==> src/rtl/p2p_egress_format_trans_pkg.sv <==
// Shared definitions for the p2p egress formatter: port-mode encodings
// and the packet FSM state type.
package p2p_egress_format_trans_pkg;

    localparam int         PORT_MODE_WIDTH = 2;
    localparam logic [1:0] HPC_MODE        = 2'd1;
    localparam logic [1:0] ETH_MODE        = 2'd2;

    typedef enum logic [1:0] {
        ST_IDLE = 2'd0,
        ST_FWD  = 2'd1,
        ST_DROP = 2'd2
    } state_e;

    // Egress port select carried with every buffered beat
    localparam logic SEL_HPC = 1'b0;
    localparam logic SEL_ETH = 1'b1;

endpackage

==> src/rtl/p2p_egress_format_trans_if.sv <==
// Egress packet stream (valid/start/end/user/keep/data with ready).
// One instance per tx port; the formatter drives the master side.
interface p2p_egress_format_trans_if #(
    parameter int DATA_W = 256,
    parameter int USER_W = 16
);
    localparam int KEEP_W = DATA_W / 8;

    logic              valid;
    logic              start;
    logic              pkt_end;
    logic [USER_W-1:0] user;
    logic [KEEP_W-1:0] keep;
    logic [DATA_W-1:0] data;
    logic              ready;

    modport master (output valid, start, pkt_end, user, keep, data, input  ready);
    modport slave  (input  valid, start, pkt_end, user, keep, data, output ready);

endinterface

==> src/rtl/p2p_skid_fifo.sv <==
// Two-entry registered FIFO. in_ready comes from the registered count only,
// so a push is refused for one cycle whenever both entries are occupied.
module p2p_skid_fifo #(
    parameter int WIDTH = 8
) (
    input  logic             clk,
    input  logic             rst_n,
    input  logic             in_valid,
    output logic             in_ready,
    input  logic [WIDTH-1:0] in_data,
    output logic             out_valid,
    input  logic             out_ready,
    output logic [WIDTH-1:0] out_data
);

    logic [1:0][WIDTH-1:0] mem_q, mem_d;
    logic                  wr_q, wr_d, rd_q, rd_d;
    logic [1:0]            cnt_q, cnt_d;
    logic                  push, pop;

    assign in_ready  = (cnt_q != 2'd2);
    assign out_valid = (cnt_q != 2'd0);
    assign out_data  = mem_q[rd_q];
    assign push      = in_valid & in_ready;
    assign pop       = out_valid & out_ready;

    // Next-state: write slot, pointers and occupancy
    always_comb begin
        mem_d = mem_q;
        if (push) mem_d[wr_q] = in_data;
        wr_d  = wr_q ^ push;
        rd_d  = rd_q ^ pop;
        cnt_d = cnt_q + 2'(push) - 2'(pop);
    end

    // Storage and pointer registers; reset empties the buffer and zeroes data
    always_ff @(posedge clk or negedge rst_n) begin
        if (!rst_n) begin
            mem_q <= '0;
            wr_q  <= 1'b0;
            rd_q  <= 1'b0;
            cnt_q <= 2'd0;
        end else begin
            mem_q <= mem_d;
            wr_q  <= wr_d;
            rd_q  <= rd_d;
            cnt_q <= cnt_d;
        end
    end

endmodule

==> src/rtl/p2p_egress_format_trans.sv <==
// Turns the p2p down channel (data + head on first beat) into HPC or ETH
// egress packet beats. Mode and length are captured on the first beat; the
// beat stream then goes through a 2-entry buffer to the selected port.
module p2p_egress_format_trans
    import p2p_egress_format_trans_pkg::*;
#(
    parameter int C_DATA_WIDTH    = 256,
    parameter int KEEP_WIDTH      = C_DATA_WIDTH / 8,
    parameter int DOWN_HEAD_WIDTH = 64,
    parameter int USER_WIDTH      = 16,
    parameter int CNT_WIDTH       = 32
) (
    input  logic                       clk,
    input  logic                       rst_n,
    input  logic [PORT_MODE_WIDTH-1:0] iv_port_mode,
    input  logic                       p2p_rx_valid,
    input  logic                       p2p_rx_last,
    input  logic [C_DATA_WIDTH-1:0]    p2p_rx_data,
    input  logic [DOWN_HEAD_WIDTH-1:0] p2p_rx_head,
    output logic                       p2p_rx_ready,
    p2p_egress_format_trans_if.master  hpc_tx,
    p2p_egress_format_trans_if.master  eth_tx,
    output logic                       o_err_len_short,
    output logic                       o_err_len_long,
    output logic [CNT_WIDTH-1:0]       ov_hpc_pkt_cnt,
    output logic [CNT_WIDTH-1:0]       ov_eth_pkt_cnt,
    output logic [CNT_WIDTH-1:0]       ov_drop_pkt_cnt
);

    localparam int EW = 3 + USER_WIDTH + KEEP_WIDTH + C_DATA_WIDTH;

    // Byte enables for a beat given the bytes remaining before it
    function automatic logic [KEEP_WIDTH-1:0] keep_gen(input logic [15:0] rem, input logic last);
        logic [KEEP_WIDTH-1:0] k;
        for (int i = 0; i < KEEP_WIDTH; i++)
            k[i] = !last || (rem == 16'd0) || (i < int'(rem));
        return k;
    endfunction

    state_e                state_q, state_d;
    logic                  sel_q, sel_d;
    logic [15:0]           rem_q, rem_d;
    logic [USER_WIDTH-1:0] user_q, user_d;
    logic                  long_seen_q, long_seen_d;
    logic                  err_short_q, err_short_d, err_long_q, err_long_d;
    logic                  rdy_en_q;
    logic [CNT_WIDTH-1:0]  hpc_cnt_q, hpc_cnt_d, eth_cnt_q, eth_cnt_d, drop_cnt_q, drop_cnt_d;

    logic [15:0]           head_len, cur_rem;
    logic                  acc, first, drop_first, cur_sel, push;
    logic [USER_WIDTH-1:0] cur_user;
    logic [EW-1:0]         push_data, head_data;
    logic                  fifo_in_ready, fifo_out_valid, fifo_out_ready, pop;
    logic                  e_sel, e_start, e_end;
    logic [USER_WIDTH-1:0] e_user;
    logic [KEEP_WIDTH-1:0] e_keep;
    logic [C_DATA_WIDTH-1:0] e_data;
    logic                  unused_head;

    assign unused_head  = ^p2p_rx_head[DOWN_HEAD_WIDTH-1:16];
    assign head_len     = p2p_rx_head[15:0];
    assign p2p_rx_ready = rdy_en_q & ((state_q == ST_DROP) | fifo_in_ready);
    assign acc          = p2p_rx_valid & p2p_rx_ready;

    // Packet FSM, length tracking, error detection and packet counters
    always_comb begin
        first       = (state_q == ST_IDLE);
        cur_rem     = first ? head_len : rem_q;
        cur_sel     = first ? (iv_port_mode == ETH_MODE) : sel_q;
        cur_user    = first ? USER_WIDTH'(head_len) : user_q;
        drop_first  = first && (((iv_port_mode != HPC_MODE) && (iv_port_mode != ETH_MODE))
                                || (head_len == 16'd0));
        push        = acc && (state_q != ST_DROP) && !drop_first;
        push_data   = {cur_sel, first, p2p_rx_last, cur_user,
                       keep_gen(cur_rem, p2p_rx_last), p2p_rx_data};
        state_d     = state_q;
        sel_d       = sel_q;
        rem_d       = rem_q;
        user_d      = user_q;
        long_seen_d = long_seen_q;
        err_short_d = 1'b0;
        err_long_d  = 1'b0;
        hpc_cnt_d   = hpc_cnt_q;
        eth_cnt_d   = eth_cnt_q;
        drop_cnt_d  = drop_cnt_q;

        if (acc) begin
            case (state_q)
                ST_IDLE: begin
                    if (drop_first) begin
                        if (p2p_rx_last) drop_cnt_d = drop_cnt_q + CNT_WIDTH'(1);
                        else             state_d    = ST_DROP;
                    end else begin
                        sel_d       = cur_sel;
                        user_d      = cur_user;
                        long_seen_d = 1'b0;
                        state_d     = p2p_rx_last ? ST_IDLE : ST_FWD;
                    end
                end
                ST_FWD:  if (p2p_rx_last) state_d = ST_IDLE;
                default: if (p2p_rx_last) begin
                    state_d    = ST_IDLE;
                    drop_cnt_d = drop_cnt_q + CNT_WIDTH'(1);
                end
            endcase
        end

        if (push) begin
            rem_d       = (cur_rem > 16'(KEEP_WIDTH)) ? cur_rem - 16'(KEEP_WIDTH) : 16'd0;
            err_short_d = p2p_rx_last && (cur_rem > 16'(KEEP_WIDTH));
            // A beat arriving after the length ran out is an overrun; flag once
            if (!first && (cur_rem == 16'd0) && !long_seen_q) begin
                err_long_d  = 1'b1;
                long_seen_d = 1'b1;
            end
        end

        if (pop && e_end) begin
            if (e_sel == SEL_ETH) eth_cnt_d = eth_cnt_q + CNT_WIDTH'(1);
            else                  hpc_cnt_d = hpc_cnt_q + CNT_WIDTH'(1);
        end
    end

    // State, error pulse and counter registers
    always_ff @(posedge clk or negedge rst_n) begin
        if (!rst_n) begin
            state_q     <= ST_IDLE;
            sel_q       <= SEL_HPC;
            rem_q       <= '0;
            user_q      <= '0;
            long_seen_q <= 1'b0;
            err_short_q <= 1'b0;
            err_long_q  <= 1'b0;
            rdy_en_q    <= 1'b0;
            hpc_cnt_q   <= '0;
            eth_cnt_q   <= '0;
            drop_cnt_q  <= '0;
        end else begin
            state_q     <= state_d;
            sel_q       <= sel_d;
            rem_q       <= rem_d;
            user_q      <= user_d;
            long_seen_q <= long_seen_d;
            err_short_q <= err_short_d;
            err_long_q  <= err_long_d;
            rdy_en_q    <= 1'b1;
            hpc_cnt_q   <= hpc_cnt_d;
            eth_cnt_q   <= eth_cnt_d;
            drop_cnt_q  <= drop_cnt_d;
        end
    end

    p2p_skid_fifo #(.WIDTH(EW)) u_skid (
        .clk       (clk),
        .rst_n     (rst_n),
        .in_valid  (push),
        .in_ready  (fifo_in_ready),
        .in_data   (push_data),
        .out_valid (fifo_out_valid),
        .out_ready (fifo_out_ready),
        .out_data  (head_data)
    );

    assign {e_sel, e_start, e_end, e_user, e_keep, e_data} = head_data;
    assign fifo_out_ready = (e_sel == SEL_ETH) ? eth_tx.ready : hpc_tx.ready;
    assign pop            = fifo_out_valid & fifo_out_ready;

    // Only the selected port sees the head entry; the other stays all-zero
    assign hpc_tx.valid   = fifo_out_valid & (e_sel == SEL_HPC);
    assign hpc_tx.start   = hpc_tx.valid & e_start;
    assign hpc_tx.pkt_end = hpc_tx.valid & e_end;
    assign hpc_tx.user    = hpc_tx.valid ? e_user : '0;
    assign hpc_tx.keep    = hpc_tx.valid ? e_keep : '0;
    assign hpc_tx.data    = hpc_tx.valid ? e_data : '0;

    assign eth_tx.valid   = fifo_out_valid & (e_sel == SEL_ETH);
    assign eth_tx.start   = eth_tx.valid & e_start;
    assign eth_tx.pkt_end = eth_tx.valid & e_end;
    assign eth_tx.user    = eth_tx.valid ? e_user : '0;
    assign eth_tx.keep    = eth_tx.valid ? e_keep : '0;
    assign eth_tx.data    = eth_tx.valid ? e_data : '0;

    assign o_err_len_short = err_short_q;
    assign o_err_len_long  = err_long_q;
    assign ov_hpc_pkt_cnt  = hpc_cnt_q;
    assign ov_eth_pkt_cnt  = eth_cnt_q;
    assign ov_drop_pkt_cnt = drop_cnt_q;

endmodule

==> src/flat_wrapper.sv <==
// flat-port wrapper written by rule: the top's interface ports become plain ports
module p2p_egress_format_trans_flat import p2p_egress_format_trans_pkg::*;
#(
    parameter int C_DATA_WIDTH    = 256,
    parameter int KEEP_WIDTH      = C_DATA_WIDTH / 8,
    parameter int DOWN_HEAD_WIDTH = 64,
    parameter int USER_WIDTH      = 16,
    parameter int CNT_WIDTH       = 32
)
  (clk, rst_n, iv_port_mode, p2p_rx_valid, p2p_rx_last, p2p_rx_data, p2p_rx_head, p2p_rx_ready, o_err_len_short, o_err_len_long, ov_hpc_pkt_cnt, ov_eth_pkt_cnt, ov_drop_pkt_cnt, hpc_tx_valid, hpc_tx_start, hpc_tx_pkt_end, hpc_tx_user, hpc_tx_keep, hpc_tx_data, hpc_tx_ready, eth_tx_valid, eth_tx_start, eth_tx_pkt_end, eth_tx_user, eth_tx_keep, eth_tx_data, eth_tx_ready);
  p2p_egress_format_trans_if #(.DATA_W((256)), .USER_W((16))) hpc_tx_i ();
  p2p_egress_format_trans_if #(.DATA_W((256)), .USER_W((16))) eth_tx_i ();
  input  logic clk;
  input  logic rst_n;
  input  logic [PORT_MODE_WIDTH-1:0] iv_port_mode;
  input  logic p2p_rx_valid;
  input  logic p2p_rx_last;
  input  logic [C_DATA_WIDTH-1:0] p2p_rx_data;
  input  logic [DOWN_HEAD_WIDTH-1:0] p2p_rx_head;
  output logic p2p_rx_ready;
  output logic o_err_len_short;
  output logic o_err_len_long;
  output logic [CNT_WIDTH-1:0] ov_hpc_pkt_cnt;
  output logic [CNT_WIDTH-1:0] ov_eth_pkt_cnt;
  output logic [CNT_WIDTH-1:0] ov_drop_pkt_cnt;
  output wire logic [$bits(hpc_tx_i.valid)-1:0] hpc_tx_valid;
  output wire logic [$bits(hpc_tx_i.start)-1:0] hpc_tx_start;
  output wire logic [$bits(hpc_tx_i.pkt_end)-1:0] hpc_tx_pkt_end;
  output wire logic [$bits(hpc_tx_i.user)-1:0] hpc_tx_user;
  output wire logic [$bits(hpc_tx_i.keep)-1:0] hpc_tx_keep;
  output wire logic [$bits(hpc_tx_i.data)-1:0] hpc_tx_data;
  input wire logic [$bits(hpc_tx_i.ready)-1:0] hpc_tx_ready;
  output wire logic [$bits(eth_tx_i.valid)-1:0] eth_tx_valid;
  output wire logic [$bits(eth_tx_i.start)-1:0] eth_tx_start;
  output wire logic [$bits(eth_tx_i.pkt_end)-1:0] eth_tx_pkt_end;
  output wire logic [$bits(eth_tx_i.user)-1:0] eth_tx_user;
  output wire logic [$bits(eth_tx_i.keep)-1:0] eth_tx_keep;
  output wire logic [$bits(eth_tx_i.data)-1:0] eth_tx_data;
  input wire logic [$bits(eth_tx_i.ready)-1:0] eth_tx_ready;
  assign hpc_tx_valid = hpc_tx_i.valid;
  assign hpc_tx_start = hpc_tx_i.start;
  assign hpc_tx_pkt_end = hpc_tx_i.pkt_end;
  assign hpc_tx_user = hpc_tx_i.user;
  assign hpc_tx_keep = hpc_tx_i.keep;
  assign hpc_tx_data = hpc_tx_i.data;
  assign hpc_tx_i.ready = hpc_tx_ready;
  assign eth_tx_valid = eth_tx_i.valid;
  assign eth_tx_start = eth_tx_i.start;
  assign eth_tx_pkt_end = eth_tx_i.pkt_end;
  assign eth_tx_user = eth_tx_i.user;
  assign eth_tx_keep = eth_tx_i.keep;
  assign eth_tx_data = eth_tx_i.data;
  assign eth_tx_i.ready = eth_tx_ready;
  p2p_egress_format_trans #(.C_DATA_WIDTH(C_DATA_WIDTH), .KEEP_WIDTH(KEEP_WIDTH), .DOWN_HEAD_WIDTH(DOWN_HEAD_WIDTH), .USER_WIDTH(USER_WIDTH), .CNT_WIDTH(CNT_WIDTH)) u_core (.clk(clk), .rst_n(rst_n), .iv_port_mode(iv_port_mode), .p2p_rx_valid(p2p_rx_valid), .p2p_rx_last(p2p_rx_last), .p2p_rx_data(p2p_rx_data), .p2p_rx_head(p2p_rx_head), .p2p_rx_ready(p2p_rx_ready), .hpc_tx(hpc_tx_i), .eth_tx(eth_tx_i), .o_err_len_short(o_err_len_short), .o_err_len_long(o_err_len_long), .ov_hpc_pkt_cnt(ov_hpc_pkt_cnt), .ov_eth_pkt_cnt(ov_eth_pkt_cnt), .ov_drop_pkt_cnt(ov_drop_pkt_cnt));
endmodule
==> config.mk <==
export PLATFORM = sky130hd
export DESIGN_NAME = p2p_egress_format_trans_flat
export DESIGN_NICKNAME = d
export VERILOG_FILES = /design/src/rtl/p2p_egress_format_trans_pkg.sv /design/src/rtl/p2p_egress_format_trans_if.sv /design/src/rtl/p2p_skid_fifo.sv /design/src/rtl/p2p_egress_format_trans.sv /design/src/flat_wrapper.sv
export SDC_FILE = /design/constraint.sdc
export NUM_CORES = 2
export LEC_CHECK = 0
export ABC_AREA = 1
export CORE_AREA = 2 2 410 412
export CTS_CLUSTER_SIZE = 28
export DETAILED_ROUTE_END_ITERATION = 6
export DIE_AREA = 0 0 412 414
export PLACE_DENSITY = 0.47
export SYNTH_ARGS = -nofsm -noshare
export SYNTH_HDL_FRONTEND = slang
export SYNTH_HIERARCHICAL = 1
export SYNTH_SLANG_ARGS = --single-unit
==> constraint.sdc <==
create_clock -name clk -period 3.7 [get_ports clk]
set_input_delay 0.74 -clock clk [delete_from_list [all_inputs] [get_ports clk]]
set_output_delay 0.74 -clock clk [all_outputs]
set_load 0.1 [all_outputs]
==> metrics <==
status completed; GRT Util Overall 0.178; IO buf count slightly below 1000; Post-Syn Area per Cell 7.19 sq um; Least-Margin Pin Slew 1.06 ns; CP required a little under 3 ns; Initial Util 0.233; Max Clk Rate 285 MHz; number of global-route vias before repair about 35000; Synthesis Warnings 6; Routed WL 157000 microns; largest net degree at the start of global routing 121; io pins 1041; critical path class reg -> out; gp weighted congestion 0.869; initial antenna violation count 62; WL/cell 18.2 microns; Clock Latency Late Sink around 0.71 ns; layout cells sized above 1 0.157; Layout area overhead 58.1%; TritonCTS clock tree built; max_cap viols 0; synth unique cells 37; Root Buffer clkbuf_16; max incr delay on CP 0.51 ns; final worst setup slack 0.186 ns; global route total overflow 0; Post-synth top flop dfrtp_1; CP max stage cell dfrtp_4; CTS buffer count 92; clk_skew 0.0586 ns; Site Rows 150; DRC viols 0; fin cells 8633; overall die width 412 microns; crit path DAT ~2.8 ns; Hold/Removal Path Class in -> async; synthesized flop and latch total 753; Seq/Total Area, Yosys 0.487; worst r2r src u_core/u_skid/rd_q; worst relative slew slack 0.291; worst-case clock buffer depth 3; Slew Limit Fails 0; capturing element type of the critical path output port; RSZ-0062 raised after global routing false; fin nets 6656; clk sinks 753; Critical Path Fanout Max 83; Place WS 0.253 ns; post-DP HPWL between 100000 and 150000 microns; Mapped Area 38700 sq um; chip height 414 microns; drt pass-1 iters 5; Gate Count Post-Synth 5384; Top delay family on crit path buffers and inverters; die area around 170000 sq um; Final setup viols 0; DP Cell Count 8421; global-route wire length before repair 230000 microns; core area 166000 sq um; ys async rst share 1.00; Hold Vio Cnt, Final 0; Critical path buffers and inverters 4; DR iter-0 viols 2347; Vias/cell 4.22; total number of vias 36500; Post-DRT Antenna Nets 0; fin crit period 3.51 ns; Final period util 0.950; Reg2Reg Capture Point u_core/ov_hpc_pkt_cnt[26]; Reg2Reg Depth 16; CP most frequent cell buf_12; final setup TNS 0 ns; fillers 17200; Hold Buf Count CTS 0; Setup crit start kind register; Hold Slack 0.0891 ns; reg-to-reg setup timing slack 0.56 ns; worst-path cell chain buf_12, clkbuf_16, o21ai_0, inv_1, nor2_1, buf_12; EDFF count, synth 0; H-tree depth 3; clk slew on worst S/H paths around 0.060 ns
-- cell usage after synthesis (2+ instances only) --
master | instances | share of area
a21oi_1 | 2 | 0.00026
buf_1 | 9 | 0.00087
buf_2 | 141 | 0.018
buf_4 | 8 | 0.0016
buf_6 | 7 | 0.0020
clkbuf_1 | 128 | 0.012
dfrtp_1 | 753 | 0.49
ha_1 | 10 | 0.0032
inv_1 | 1058 | 0.10
inv_2 | 3 | 0.00029
nand2_1 | 1267 | 0.12
nand2_2 | 25 | 0.0040
nand3_1 | 39 | 0.0050
nand3_2 | 2 | 0.00052
nand4_1 | 32 | 0.0052
nand4_2 | 3 | 0.00097
nor2_1 | 742 | 0.072
nor2_2 | 15 | 0.0024
nor2_4 | 6 | 0.0017
nor3_1 | 34 | 0.0044
nor4_1 | 3 | 0.00048
o21ai_0 | 871 | 0.11
o21ai_1 | 117 | 0.015
o21ai_2 | 3 | 0.00068
o21bai_1 | 4 | 0.00078
xnor2_1 | 26 | 0.0059
xor2_1 | 66 | 0.015
-- registers in the layout (all words and copies together) (netlist names) --
register and flops:
u_core/u_skid/rd_q 1, u_core/state_q 2, u_core/rdy_en_q 1, u_core/long_seen_q 1, u_core/ov_drop_pkt_cnt 32, u_core/sel_q 1
u_core/u_skid/wr_q 1, u_core/u_skid/cnt_q 2, u_core/o_err_len_short 1, u_core/u_skid/mem_q 614, u_core/o_err_len_long 1, u_core/rem_q 16
u_core/ov_hpc_pkt_cnt 32, u_core/user_q 16, u_core/ov_eth_pkt_cnt 32
-- layer usage --
| layer | vias up | track usage | routed length [microns] |
|---|---|---|---|
| li1 | 18100 | - | - |
| met1 | 17200 | 0.218 | 65000 |
| met2 | 951 | 0.296 | 78000 |
| met3 | 222 | 0.0414 | 9340 |
| met4 | 12 | 0.0757 | 4840 |
| met5 | - | 0.00311 | 74 |
-- repair_timing --
item | CTS | global route
setup endpoints to repair | 55 | 66
gates resized for setup | 7 | 5
setup buffers | 0 | 4
gates cloned | 0 | 3
endpoints found under the hold margin | 0 | 0
pin swaps | 0 | 1
-- per-stage QoR --
step / cell area (sq um) / utilization
floorplan: 38700 / -
global placement: 57700 / 0.347
detailed placement: 57700 / 0.347
CTS: 61000 / 0.367
global route: 61200 / 0.368
finish: 61200 / 0.368
-- placed cells by master, fill, tap and decap left out, drive strengths merged, types with 2 or more instances in the layout --
master         synthesis  routed
buf                  165     776
nand4                 35      35
clkbuf               128     133
a21boi                 2       2
nor3                  35      35
nor4                   3       3
bufinv                 0       9
nor2                 763     763
dfrtp                753     753
conb                   1       3
clkinvlp               0       5
o21ai                991     991
xor2                  66      66
o21bai                 4       4
inv                 1061    1065
clkinv                 0      21
xnor2                 26      26
nand3                 41      41
nand2               1293    1294
clkdlybuf4s50          0     352
a21oi                  3       3
diode                  0      35
ha                    10      10
-- worst reg2reg max path: stages (launching register included) --
cell,delay (ns)
dfrtp_4,0.51
nand2_1,0.06
o21ai_0,0.07
buf_4,0.16
clkinvlp_4,0.11
buf_4,0.22
nand2_4,0.26
nor2_2,0.29
nand2_2,0.23
nor2_2,0.22
nand2_1,0.14
nor2_2,0.18
nand2_1,0.12
nor2_1,0.29
nand2_1,0.09
nand2_1,0.07
nand2_1,0.04
-- layout make-up --
| class | instances | area, sq um | share of cell area |
|---|---|---|---|
| inverter | 1061 | 3990 | 0.0651 |
| timing repair buffer | 1130 | 17700 | 0.289 |
| antenna | 35 | 87.6 | 0.00143 |
| clock inverter | 39 | 587 | 0.00958 |
| sequential | 753 | 18800 | 0.308 |
| clock buffer | 131 | 2670 | 0.0436 |
| tap | 2204 | 2760 | 0.0450 |
| multi-input combinational | 3280 | 14600 | 0.239 |
-- how the worst max path moves through the flow --
stage / startpoint / endpoint / slack, ns / cells past startpoint
final: u_core/u_skid/rd_q / eth_tx_data[152] / 0.19 / 6
after detailed placement: p2p_rx_head[13] / u_core/u_skid/mem_q[200] / 0.25 / 13
after global routing: u_core/u_skid/rd_q / eth_tx_data[241] / 0.03 / 8
after global placement: p2p_rx_head[13] / u_core/u_skid/mem_q[170] / 0.29 / 13
after floorplan: u_core/u_skid/rd_q / eth_tx_data[246] / 0.10 / 7
after CTS: u_core/u_skid/rd_q / eth_tx_data[239] / 0.002 / 8
-- cells by family after synthesis --
kind of cell    after synthesis  synth area share
compound gates             1001             0.130
buf+inv                    1354             0.138
fa+ha+maj                    10           0.00323
flops                       753             0.487
simple gates               2173             0.221
other cells                   1         0.0000969
xor+xnor                     92            0.0208
Power is left out: the tool's default activity adds up to more than one toggle a clock period on the data nets, which glitch-free logic cannot reach.
